===== config.mk =====
export PLATFORM = sky130hd
export DESIGN_NAME = demux_stream_1ton
export DESIGN_NICKNAME = d
export VERILOG_FILES = /design/src/rtl/demux_stream_1ton.sv
export SDC_FILE = /design/constraint.sdc
export NUM_CORES = 1
export LEC_CHECK = 0
export CAP_MARGIN = 20
export CORE_UTILIZATION = 46
export CTS_CLUSTER_DIAMETER = 120
export DETAILED_ROUTE_END_ITERATION = 10
export MAX_ROUTING_LAYER = met4
export PLACE_DENSITY_LB_ADDON = 0.15
export SYNTH_ARGS = -nofsm -noshare
export SYNTH_HDL_FRONTEND = slang
export SYNTH_SLANG_ARGS = --single-unit

===== constraint.sdc =====
create_clock -name clk -period 3.8 [get_ports clk]
set_input_delay 0.57 -clock clk [delete_from_list [all_inputs] [get_ports clk]]
set_output_delay 0.57 -clock clk [all_outputs]
set_load 0.02 [all_outputs]

===== src/rtl/demux_stream_1ton.sv =====
// Registered 1-to-N stream demultiplexer: one holding register per output channel,
// addressed or round-robin channel selection, saturating count of out-of-range drops.
module demux_stream_1ton #(
    parameter int WIDTH = 8,
    parameter int N     = 8,
    parameter int SELW  = 3
) (
    input  logic                 clk,
    input  logic                 rst,
    input  logic [WIDTH-1:0]     in_data,
    input  logic                 in_valid,
    output logic                 in_ready,
    input  logic [SELW-1:0]      in_sel,
    input  logic                 mode,
    output logic [N*WIDTH-1:0]   out_data,
    output logic [N-1:0]         out_valid,
    input  logic [N-1:0]         out_ready,
    output logic [SELW-1:0]      rr_ptr,
    output logic [7:0]           err_cnt
);
    localparam int NP = 1 << SELW;
    localparam logic [SELW-1:0] LAST = SELW'(N - 1);

    logic [SELW-1:0]  rr_ptr_q, rr_ptr_d, target;
    logic [7:0]       err_cnt_q, err_cnt_d;
    logic [N-1:0]     valid_q, valid_d, load;
    logic [WIDTH-1:0] data_q [N];
    logic [NP-1:0]    valid_pad, ready_pad, range_pad;
    logic             in_range, accept;

    assign target = mode ? rr_ptr_q : in_sel;

    // Pad per-channel flags out to the full select space so any select value indexes safely.
    genvar gi;
    generate
        for (gi = 0; gi < NP; gi++) begin : g_pad
            if (gi < N) begin : g_real
                assign valid_pad[gi] = valid_q[gi];
                assign ready_pad[gi] = out_ready[gi];
                assign range_pad[gi] = 1'b1;
            end else begin : g_void
                assign valid_pad[gi] = 1'b0;
                assign ready_pad[gi] = 1'b0;
                assign range_pad[gi] = 1'b0;
            end
        end
    endgenerate

    assign in_range = range_pad[target];
    assign in_ready = !in_range || !valid_pad[target] || ready_pad[target];
    assign accept   = in_valid && in_ready;

    // A load on a draining channel keeps valid high, giving back-to-back throughput.
    generate
        for (gi = 0; gi < N; gi++) begin : g_chan
            assign load[gi]    = accept && in_range && (target == SELW'(gi));
            assign valid_d[gi] = load[gi] || (valid_q[gi] && !out_ready[gi]);
            assign out_data[gi*WIDTH +: WIDTH] = data_q[gi];
        end
    endgenerate

    always_comb begin
        rr_ptr_d = rr_ptr_q;
        if (accept && mode) begin
            rr_ptr_d = (rr_ptr_q == LAST) ? '0 : rr_ptr_q + SELW'(1);
        end
    end

    always_comb begin
        err_cnt_d = err_cnt_q;
        if (accept && !in_range && (err_cnt_q != 8'hFF)) begin
            err_cnt_d = err_cnt_q + 8'd1;
        end
    end

    always_ff @(posedge clk or posedge rst) begin
        if (rst) begin
            rr_ptr_q  <= '0;
            err_cnt_q <= '0;
            valid_q   <= '0;
            for (int k = 0; k < N; k++) begin
                data_q[k] <= '0;
            end
        end else begin
            rr_ptr_q  <= rr_ptr_d;
            err_cnt_q <= err_cnt_d;
            valid_q   <= valid_d;
            for (int k = 0; k < N; k++) begin
                if (load[k]) begin
                    data_q[k] <= in_data;
                end
            end
        end
    end

    assign out_valid = valid_q;
    assign rr_ptr    = rr_ptr_q;
    assign err_cnt   = err_cnt_q;
endmodule


==> results.txt <==
The maximum net fanout on the critical path is 4. TritonCTS built the clock tree. The proportion of register bits with asynchronous set or reset after synthesis is 100%. Once the floorplan was initialized, standard cells occupied 48.0% of the core. After synthesis the netlist holds a flip-flop and latch count of 75. The initial antenna violation count came out at 0. The DRC violation count after routing came out at 0. The count of pins over their slew limit is 0. STA classifies the critical path startpoint as a primary input. The detailed-route via count is 2182. The level count of the clock H-tree is 3. The max-cap check violation count is 0.

The count of buffers inserted at the top-level ports is 98. The largest total area in the synthesized netlist belongs to dfrtp_1. Of the cells placed in the final design, the portion with a size suffix greater than 1 is 31.6%. By area the synthesized netlist is led by dfrtp_1 57%, mux2_2 23%, buf_4 2.1%, a21o_1 1.6%, mux4_1 1.6%. The overall die height came out at roughly 86 µm. Across the routed clock network, the largest skew measured is 6.31 ps. The number of gates resized after CTS was 0. After detailed placement, the design holds a cell count of between 400 and 500.

The clock reaches the later pin of the worst-skew pair after 340 ps. Yosys printed 0 warnings. For this design, the sink count on the clock tree is 75.

The placer's final routability congestion estimate came out at 0.808. Of the available clock period, the critical path in the final layout requires between 90% and 100%. The die covers 0.00747 mm². The number of buffers added by the clock tree synthesis step came out at 9. The number of enable-type register cells in the synthesized netlist came out at 0. The via count of the first global-routing pass is approximately 2200. The wire length of the first global-routing pass came out at 11700 µm.

After floorplanning, the core was sized to cover roughly 0.0068 mm². Setup repair after global routing left no endpoint under its margin. The wire length on met3 is around 390 µm.

The wire-length estimate of the detail-placed layout is between 5000 and 6000 µm. The power density normalized to cell area came out at 859 mW/mm². Across the VDD grid, the largest voltage drop is 0.447 mV. Yosys instantiated no cell more often than dfrtp_1. In the final layout, the multi-input gates occupy 0.00129 mm². By startpoint and endpoint, the worst setup path is classified as in -> out. The mean area per synthesized cell came out at 14.8 µm².

The flow ran to the end, and the final reports show no timing, DRC or antenna violations. The detailed router's first-iteration violation count came out at 82. The number of nets with antenna violations after routing came out at 0. The worst hold path belongs to the class reg -> reg. The filler-free cell count of the finished design is around 440. The post-synthesis instance area is approximately 0.0033 mm². For this design the static power due to leakage is 2.04 nW.

The net count of the finished layout is between 300 and 400. Relative to the synthesized area, the layout overhead comes to 41.1%. The hold-fix buffer count after cts came out at 0. Entering global routing, the biggest net connects 76 pins.

Summing the sequential cell areas from Yosys gives 57.2% of the chip area. The number of placement rows is 30. The uppermost layer routed is met4. Counting instances in the post-synthesis netlist gives the leading cell types as 75 x dfrtp_1, 66 x mux2_2, 9 x buf_4, 9 x inv_1, 7 x a21o_1. Setup violations remaining at the end of the flow were counted as 0.

The layout filler cell count is 525. Counting along the longest clock path gives a buffer depth of 2. The number of iterations in the first detailed-routing pass came out at 4. The relative slew slack is between 30% and 40%. During I/O placement, the number of pins put on the boundary was 107.

Data arrives at the worst endpoint at 2990 ps. The area taken by flip-flops and latches is ~0.0019 mm². The critical path required time is 3230 ps. The met1 layer wirelength in the final routing came out at 3300 µm. Counting every instance in the synthesized netlist gives 222.

The ratio of routed vias to standard cells is 4.98. The number of hold violations in the final report came out at 0. The routed design has ~7300 µm of wire. The detailed route wirelength on metal2 is 3500 µm. The number of library cell types mapped by synthesis came out at 35.

Across every metal layer, demand over resource in global routing totals 21.8%. The final critical delay including setup and external delays is 3560 ps. The worst setup path is captured at a primary output. Summed over all failing endpoints, the final setup total negative slack is 0 ps. The number of post-CTS setup repair buffers came out at 0.

The die boundary width is 86.4 µm. The number of antenna diodes in the final layout is 0. The area share of the largest cell type after synthesis is 57.2%. The most used flip-flop cell after synthesis is dfrtp_1.

The post-CTS clock slew at the launch and capture registers of the worst setup and hold paths came out at 80 ps. Based on the critical path, the design can be clocked at up to 281 MHz. The pin slew with the least headroom to its limit came out at 930 ps.

The remaining global-route overflow came out at 0. The clock root buffer master is clkbuf_8. After detailed routing, the average wire length per cell comes to 16.6 µm.
[registers in the layout, summed over array words and instances, names as in the netlist]
name	flops
rr_ptr	3
out_valid	8
out_data	64
[metrics by stage]
| stage | setup slack [ps] | total power [mW] | hold WS, ps | area [µm²] | utilization [%] |
|---|---|---|---|---|---|
| 4_1_cts | 235 | 4.02 | 510 | 4630 | 67.7 |
| 5_1_grt | 156 | 4.19 | 521 | 4630 | 67.7 |
| 6_report | 241 | 3.98 | 505 | 4630 | 67.7 |
| 2_1_floorplan | 868 | 2.39 | 606 | 3310 | - |
| 3_3_place_gp | 259 | 3.28 | 489 | 4400 | 64.5 |
| 3_5_place_dp | 226 | 3.33 | 492 | 4400 | 64.5 |
[layout by cell type (no fill, tap or decap), types with 3 or more instances in the layout]
cell type / count
clkdlybuf4s50_1: 98
dfrtp_1: 75
mux2_2: 66
buf_4: 14
clkbuf_8: 9
inv_1: 8
conb_1: 8
a21o_1: 7
nand2_1: 4
nand3b_1: 4
o21ai_0: 4
a21oi_1: 3
[layout make-up]
class	instances	area share (%)
Sequential cell	75	40.6
Multi-Input combinational cell	130	27.8
Timing Repair Buffer	112	23.5
Clock buffer	9	2.68
Tap cell	96	2.60
Clock inverter	7	2.19
Inverter	9	0.730
[per-layer routing]
layer  vias to the layer above  GRT usage (%)
met1                      1089           28.5
li1                       1009              -
met4                         0           7.88
met5                         -              -
met3                         9           4.86
met2                        75           33.5
[cells by family after synthesis]
kind of cell	after synthesis	share of synthesized area [%]
AOI/OAI and AO/OA	21	4.69
adders and majority gates	2	0.763
and+or+nand+nor	29	7.78
buffers and inverters	24	4.54
other	1	0.114
muxes	70	24.9
DFF	75	57.2
[worst max-delay path: stages]
cell             delay (ps)
clkdlybuf4s50_1         520
nand2b_4                120
a21boi_4                230
mux4_1                  560
and3_1                  210
nor2_1                  150
clkdlybuf4s50_1         620
[worst paths after layout]
| path | endpoint | start | depth (start not counted) | slack, ps |
|---|---|---|---|---|
| hold reg to reg | out_valid[7]$_DFF_PP0_ | out_valid[7]$_DFF_PP0_ | 1 | 500 |
| setup / recovery | in_ready | in_sel[0] | 7 | 240 |
| min in group asynchronous | out_data[61]$_DFFE_PP0P_ | rst | 3 | 830 |
| hold / removal | out_valid[7]$_DFF_PP0_ | out_valid[7]$_DFF_PP0_ | 1 | 500 |
| setup reg to reg | out_data[0]$_DFFE_PP0P_ | rr_ptr[0]$_DFFE_PP0P_ | 7 | 1030 |
| max in group asynchronous | out_data[18]$_DFFE_PP0P_ | rst | 3 | 2370 |
[report_power, final]
part	switching (mW)	total (mW)	internal, mW
clock network	0.305	0.680	0.375
registers	0.232	1.40	1.17
logic	0.875	1.89	1.02
total	1.41	3.98	2.57
No activity file was read; power rests on OpenSTA's default activity.
